--- config.mk ---
export PLATFORM = sky130hd
export DESIGN_NAME = parabola_shift_ctrl
export DESIGN_NICKNAME = d
export VERILOG_FILES = /design/src/rtl/parabola_pkg.sv /design/src/rtl/parabola_shift_ctrl_burst.sv /design/src/rtl/parabola_shift_ctrl.sv
export SDC_FILE = /design/constraint.sdc
export NUM_CORES = 1
export LEC_CHECK = 0
export BUFFER_PORTS_ARGS = -buffer_cell sky130_fd_sc_hd__buf_2
export CAP_MARGIN = 10
export CORE_AREA = 3 3 89 91
export DETAILED_ROUTE_END_ITERATION = 8
export DIE_AREA = 0 0 92 94
export PLACE_DENSITY_LB_ADDON = 0.2
export SYNTH_ARGS = -nofsm -noshare
export SYNTH_HDL_FRONTEND = slang
export SYNTH_SLANG_ARGS = --single-unit
--- constraint.sdc ---
create_clock -name pixel_clk -period 3.3 [get_ports pixel_clk]
set_input_delay 0.33 -clock pixel_clk [delete_from_list [all_inputs] [get_ports pixel_clk]]
set_output_delay 0.33 -clock pixel_clk [all_outputs]
set_load 0.05 [all_outputs]
--- src/rtl/parabola_pkg.sv ---
// Shared constants for the parabola shift controller:
// UART command bytes, controller state enum, default width.
package parabola_pkg;

  localparam int H_ACTIVE_DEF = 800;

  localparam logic [7:0] CMD_START = 8'h53;
  localparam logic [7:0] CMD_PAUSE = 8'h50;
  localparam logic [7:0] CMD_STEP  = 8'h31;
  localparam logic [7:0] CMD_FAST  = 8'h2B;
  localparam logic [7:0] CMD_SLOW  = 8'h2D;
  localparam logic [7:0] CMD_REV   = 8'h52;
  localparam logic [7:0] CMD_CLR   = 8'h43;

  typedef enum logic [1:0] {
    IDLE,
    RUN,
    BURST
  } state_t;

endpackage

--- src/rtl/parabola_shift_ctrl_burst.sv ---
// shift_burst_gen: BURST_LEN one-cycle pulses, each followed by GAP idle cycles.
// Ports: clk, rst_n, start (begin burst), en_shift (raw pulse), done (last gap cycle).
module shift_burst_gen #(
  parameter int BURST_LEN = 4,
  parameter int GAP       = 1
) (
  input  logic clk,
  input  logic rst_n,
  input  logic start,
  output logic en_shift,
  output logic done
);

  localparam int CW = $clog2(BURST_LEN + 1);
  localparam int PW = $clog2(GAP + 1);

  logic          active;
  logic [PW-1:0] ph;
  logic [CW-1:0] cnt;
  logic          last_ph;
  logic          last_pulse;

  assign last_ph    = (ph == PW'(GAP));
  assign last_pulse = (cnt == CW'(BURST_LEN - 1));
  assign en_shift   = active && (ph == '0);
  assign done       = active && last_ph && last_pulse;

  always_ff @(posedge clk or negedge rst_n) begin
    if (!rst_n) begin
      active <= 1'b0;
      ph     <= '0;
      cnt    <= '0;
    end else if (start) begin
      active <= 1'b1;
      ph     <= '0;
      cnt    <= '0;
    end else if (active) begin
      if (last_ph) begin
        ph  <= '0;
        cnt <= cnt + CW'(1);
        if (last_pulse)
          active <= 1'b0;
      end else begin
        ph <= ph + PW'(1);
      end
    end
  end

endmodule

--- src/rtl/parabola_shift_ctrl.sv ---
// Horizontal-shift sequencer: UART commands in, frame-synced en_shift bursts out.
// Ports: pixel_clk, rst_n, frame_start, cmd_valid/data/ready, en_shift, shift_dir,
// shift_pos, rate, running. Macro POS_WRAP_EN: wrap shift_pos instead of saturating.
module parabola_shift_ctrl
  import parabola_pkg::*;
#(
  parameter int H_ACTIVE  = H_ACTIVE_DEF,
  parameter int DIV_W     = 6,
  parameter int RATE_RST  = 4,
  parameter int BURST_LEN = 4,
  parameter int GAP       = 1
) (
  input  logic                        pixel_clk,
  input  logic                        rst_n,
  input  logic                        frame_start,
  input  logic                        cmd_valid,
  input  logic [7:0]                  cmd_data,
  output logic                        cmd_ready,
  output logic                        en_shift,
  output logic                        shift_dir,
  output logic [$clog2(H_ACTIVE)-1:0] shift_pos,
  output logic [DIV_W-1:0]            rate,
  output logic                        running
);

  localparam int POS_W = $clog2(H_ACTIVE);
  localparam logic [POS_W-1:0] POS_MAX = POS_W'(H_ACTIVE - 1);

  state_t             state, state_n;
  state_t             saved, saved_n;
  logic [DIV_W-1:0]   fcnt, fcnt_n;
  logic [DIV_W-1:0]   rate_n;
  logic               dir_n;
  logic [POS_W-1:0]   pos_n;
  logic               armed, armed_n;
  logic               hit, hit_n;

  logic               accept;
  logic               cmd_sp;
  logic               trig;
  logic               pulse;
  logic               done;
  logic               at_edge;
  logic               blocked;
  logic [POS_W-1:0]   pos_step;

  assign cmd_ready = (state != BURST);
  assign accept    = cmd_valid && cmd_ready;
  // start/pause override a coincident triggering frame_start
  assign cmd_sp    = accept &&
                     (cmd_data == CMD_START || cmd_data == CMD_PAUSE);

  assign at_edge = shift_dir ? (shift_pos == '0)
                             : (shift_pos == POS_MAX);
  assign pos_step = shift_dir
    ? ((shift_pos == '0) ? POS_MAX : shift_pos - POS_W'(1))
    : ((shift_pos == POS_MAX) ? '0 : shift_pos + POS_W'(1));

`ifdef POS_WRAP_EN
  assign blocked = 1'b0;
`else
  assign blocked = at_edge;
`endif

  assign en_shift = pulse && !blocked;
  assign running  = (state == RUN) ||
                    (state == BURST && saved == RUN);

  shift_burst_gen #(
    .BURST_LEN(BURST_LEN),
    .GAP      (GAP)
  ) u_burst (
    .clk     (pixel_clk),
    .rst_n   (rst_n),
    .start   (trig),
    .en_shift(pulse),
    .done    (done)
  );

  always_ff @(posedge pixel_clk or negedge rst_n) begin
    if (!rst_n) begin
      state     <= IDLE;
      saved     <= IDLE;
      fcnt      <= '0;
      rate      <= DIV_W'(RATE_RST);
      shift_dir <= 1'b0;
      shift_pos <= '0;
      armed     <= 1'b0;
      hit       <= 1'b0;
    end else begin
      state     <= state_n;
      saved     <= saved_n;
      fcnt      <= fcnt_n;
      rate      <= rate_n;
      shift_dir <= dir_n;
      shift_pos <= pos_n;
      armed     <= armed_n;
      hit       <= hit_n;
    end
  end

  always_comb begin
    state_n = state;
    saved_n = saved;
    fcnt_n  = fcnt;
    rate_n  = rate;
    dir_n   = shift_dir;
    pos_n   = shift_pos;
    armed_n = armed;
    hit_n   = hit;
    trig    = 1'b0;

    if (accept) begin
      unique case (1'b1)
        cmd_data == CMD_START: begin
          state_n = RUN;
          fcnt_n  = '0;
          armed_n = 1'b0;
        end
        cmd_data == CMD_PAUSE: begin
          state_n = IDLE;
          armed_n = 1'b0;
        end
        cmd_data == CMD_STEP: begin
          if (state == IDLE)
            armed_n = 1'b1;
        end
        cmd_data == CMD_FAST: begin
          if (rate > DIV_W'(1))
            rate_n = rate - DIV_W'(1);
        end
        cmd_data == CMD_SLOW: begin
          if (rate != {DIV_W{1'b1}})
            rate_n = rate + DIV_W'(1);
        end
        cmd_data == CMD_REV: dir_n = ~shift_dir;
        cmd_data == CMD_CLR: pos_n = '0;
        default: ;
      endcase
    end

    unique case (state)
      IDLE: begin
        if (frame_start && armed && !cmd_sp) begin
          trig    = 1'b1;
          state_n = BURST;
          saved_n = IDLE;
          armed_n = 1'b0;
          hit_n   = 1'b0;
        end
      end
      RUN: begin
        if (frame_start && !cmd_sp) begin
          // >= so a rate lowered below the count still fires
          if (fcnt >= rate - DIV_W'(1)) begin
            trig    = 1'b1;
            fcnt_n  = '0;
            state_n = BURST;
            saved_n = RUN;
            hit_n   = 1'b0;
          end else begin
            fcnt_n = fcnt + DIV_W'(1);
          end
        end
      end
      BURST: begin
        if (en_shift)
          pos_n = pos_step;
        if (pulse && blocked)
          hit_n = 1'b1;
        if (done)
          state_n = hit ? IDLE : saved;
      end
      default: state_n = IDLE;
    endcase
  end

endmodule

==> impl_metrics.json <==
{
  "outcome": "completed",
  "yosys_warnings": 0,
  "drive_gt1_share_pct": 18.7,
  "io_buffers": 31,
  "critPathCaptureType": "output pin",
  "start_util_pct": 37.4,
  "peakVddDrop_mv": 0.216,
  "power_frac_seq_pct": 34.2,
  "final_common_cell": "dfrtp_1",
  "p_int_mw": 1.03,
  "min_period_over_period_pct": 80.4,
  "async_flop_share_pct": 100,
  "max_cap_violations": 0,
  "path_clk_slew_ps": 90,
  "postCtsSetupRepairBufs": 0,
  "fin_skew_ps": 12.0,
  "die_y_um": 94,
  "synth_area_leaders": "dfrtp_1, ha_1, a21oi_1",
  "cellPowerDensity_nw_per_um2": 712,
  "cts_tree": "done",
  "hold_class": "in2async",
  "synth_cells": 307,
  "hold_viol": 0,
  "synth_compound_area_share_pct": 21.3,
  "root_buffer": "clkbuf_8",
  "grt_max_degree": 34,
  "synth_area_leader_cell": "dfrtp_1",
  "postCtsHoldBufs": 0,
  "fin_setup_tns_ps": 0,
  "fillers": 763,
  "r2r_cells": 10,
  "place_hpwl_um": 4830,
  "start_kind": "flip-flop",
  "grt_first_pass_wirelength_um": 11700,
  "first_iter_violations": 101,
  "crit_family": "simple AND/OR/NAND/NOR gates",
  "ys.flop_type": "dfrtp_1",
  "slew_viol_final": 0,
  "power_switching_share_pct": 51.7,
  "rsz0062_at_grt": "no",
  "clock.fmax_mhz": 377,
  "place.gp.congestion": 0.793,
  "grt_pass1_vias": 2314,
  "final_cell_mix": "dfrtp_1, buf_2, nand2_1, nor2_1, a21oi_1",
  "cts_resized": 0,
  "yosys.area_share.adder_pct": 6.49,
  "synth_top_area_share_pct": 29.7,
  "die_area_sq_um": 8650,
  "cts_buffer_depth": 2,
  "vias_per_cell": 5.63,
  "arrival_ps": 2320,
  "ys_seq_area_share_pct": 30.6,
  "synth_edf_count": 0,
  "crit_type": "reg2out",
  "tightest_slew_ps": 809,
  "leakagePower_nw": 1.32,
  "synth_area_per_cell_sq_um": 8.80,
  "clock-sinks": 33,
  "slew_headroom_pct": 46.0,
  "synth_seq_cells": 33,
  "pre_cts_ws_ps": 673,
  "worst-endpoint-required_ps": 2970,
  "muxShareOfSynthArea_pct": 2.64,
  "report.final.setup_viol": 0,
  "period_needed_ps": 2650,
  "drtPass1Iterations": 4,
  "rows": 31,
  "die_x_um": 92,
  "synthSimpleGateAreaFrac_pct": 28.5,
  "slowest_stage": "dfrtp_1",
  "coreArea_sq_um": 7210,
  "drc": 0,
  "wl_per_cell_um": 15.8,
  "gr-total-overflow": 0,
  "p_sw_mw": 1.10,
  "yosys.area_share.xor_xnor_pct": 4.54,
  "area_growth_pct": 11.0,
  "ant_nets": 0,
  "synth_nets": 333,
  "numCtsBuffers": 5,
  "path_cells": "inv_1 > ha_1 > nand3b_1 > or4_1 > a21oi_1 > buf_4 > nor2_1 > buf_2",
  "vias": 2423,
  "cp_max_fo": 11,
  "wl_um": 6780,
  "crit_buf_inv": 3,
  "path_depth": 8,
  "setup_slack_ps": 645,
  "p_comb_share_pct": 51.0,
  "netlist_area_sq_um": 2700,
  "clock_latency_ps": 300,
  "fin_nets": 356,
  "grt_antenna_before_repair": 0,
  "io_pins": 32,
  "n_antenna_cell": 0,
  "grtUsageTotal_pct": 16.6,
  "htree_num_levels": 2,
  "p_total_mw": 2.13,
  "synthDistinctLibCells": 74,
  "critical_path.max_stage_delay_ps": 490,
  "p_clk_share_pct": 14.8,
  "synth_top_family_by_area": "simple AND/OR/NAND/NOR gates"
}
==> final timing paths <==
check,startpoint,endpoint,slack (ps)
max,shift_pos[0]$_DFF_PN0_,en_shift,650
min,rst_n,u_burst.cnt[0]$_DFFE_PN0P_,130
max reg2reg,rate[1]$_DFFE_PN0P_,u_burst.last_ph$_DFFE_PN0P_,670
min reg2reg,hit$_DFFE_PN0P_,hit$_DFFE_PN0P_,520
max in group asynchronous,rst_n,shift_pos[5]$_DFF_PN0_,2650
min in group pixel_clk,cmd_data[5],armed$_DFF_PN0_,420
==> routing by layer <==
layer	GRT usage [%]	vias to the layer above	part of all wire, %
li1	-	1196	-
met2	26.6	45	46
met1	22.7	1170	49
met4	5.32	0	1.7
met3	2.88	12	2.9
met5	0	-	0
==> power by group through the flow <==
| stage | Combinational [mW] | Clock (mW) | Sequential [mW] |
|---|---|---|---|
| final | 1.09 | 0.316 | 0.729 |
| after global routing | 1.20 | 0.344 | 0.762 |
| after CTS | 1.09 | 0.327 | 0.728 |
| after detailed placement | 1.09 | 0 | 0.737 |
| after global placement | 1.08 | 0 | 0.736 |
| after floorplan | 0.700 | 0 | 0.866 |
==> state kept, by name, summed over array words and instances (netlist names) <==
name and cells:
armed 1, u_burst.cnt 3, hit 1, shift_dir 1
fcnt 6, rate 6, u_burst.active 1, shift_pos 10
saved 1, u_burst.last_ph 1, state 2
==> worst register-to-register path, cell delays in order, from the launching register on <==
cell       delay (ps)
dfrtp_1           440
or3_1             420
nor3_1            200
xnor2_1           120
ha_1              320
nand2_1            60
o21a_1            190
o21a_1            150
a2111oi_2         360
buf_4             200
a21oi_1            40
==> synthesized netlist by cell type (6+ instances only) <==
library cell / instances
dfrtp_1: 32
nand2_1: 22
nor2_1: 19
a21oi_1: 17
nand3_1: 16
ha_1: 14
inv_1: 14
xor2_1: 9
clkbuf_1: 8
buf_2: 7
mux2i_1: 6
nand2b_1: 6
o21ai_1: 6
or4_1: 6
==> through the flow <==
step	cell area [sq um]	hold WS, ps	utilization (%)	cells
5_1_grt	3000	172	41.5	430
2_1_floorplan	2700	34.4	-	307
6_report	3000	127	41.5	430
3_5_place_dp	2910	483	40.3	422
4_1_cts	3000	159	41.5	430
3_3_place_gp	2910	461	40.3	422
==> cells by family after synthesis <==
group / count (synthesis)
simple gates: 125
compound gates: 80
buf+inv: 34
flops: 33
xor+xnor: 14
fa+ha+maj: 14
mux: 7
==> area by class of cell <==
cell class / count / area (sq um) / area share, %
tap: 99 / 124 / 4.13
timing repair buffer: 35 / 185 / 6.18
sequential: 33 / 827 / 27.6
clock inverter: 3 / 17.5 / 0.585
inverter: 15 / 58.8 / 1.96
clock buffer: 5 / 68.8 / 2.30
multi-input combinational: 240 / 1720 / 57.2
Note: power is estimated with default switching activity, not from simulation.
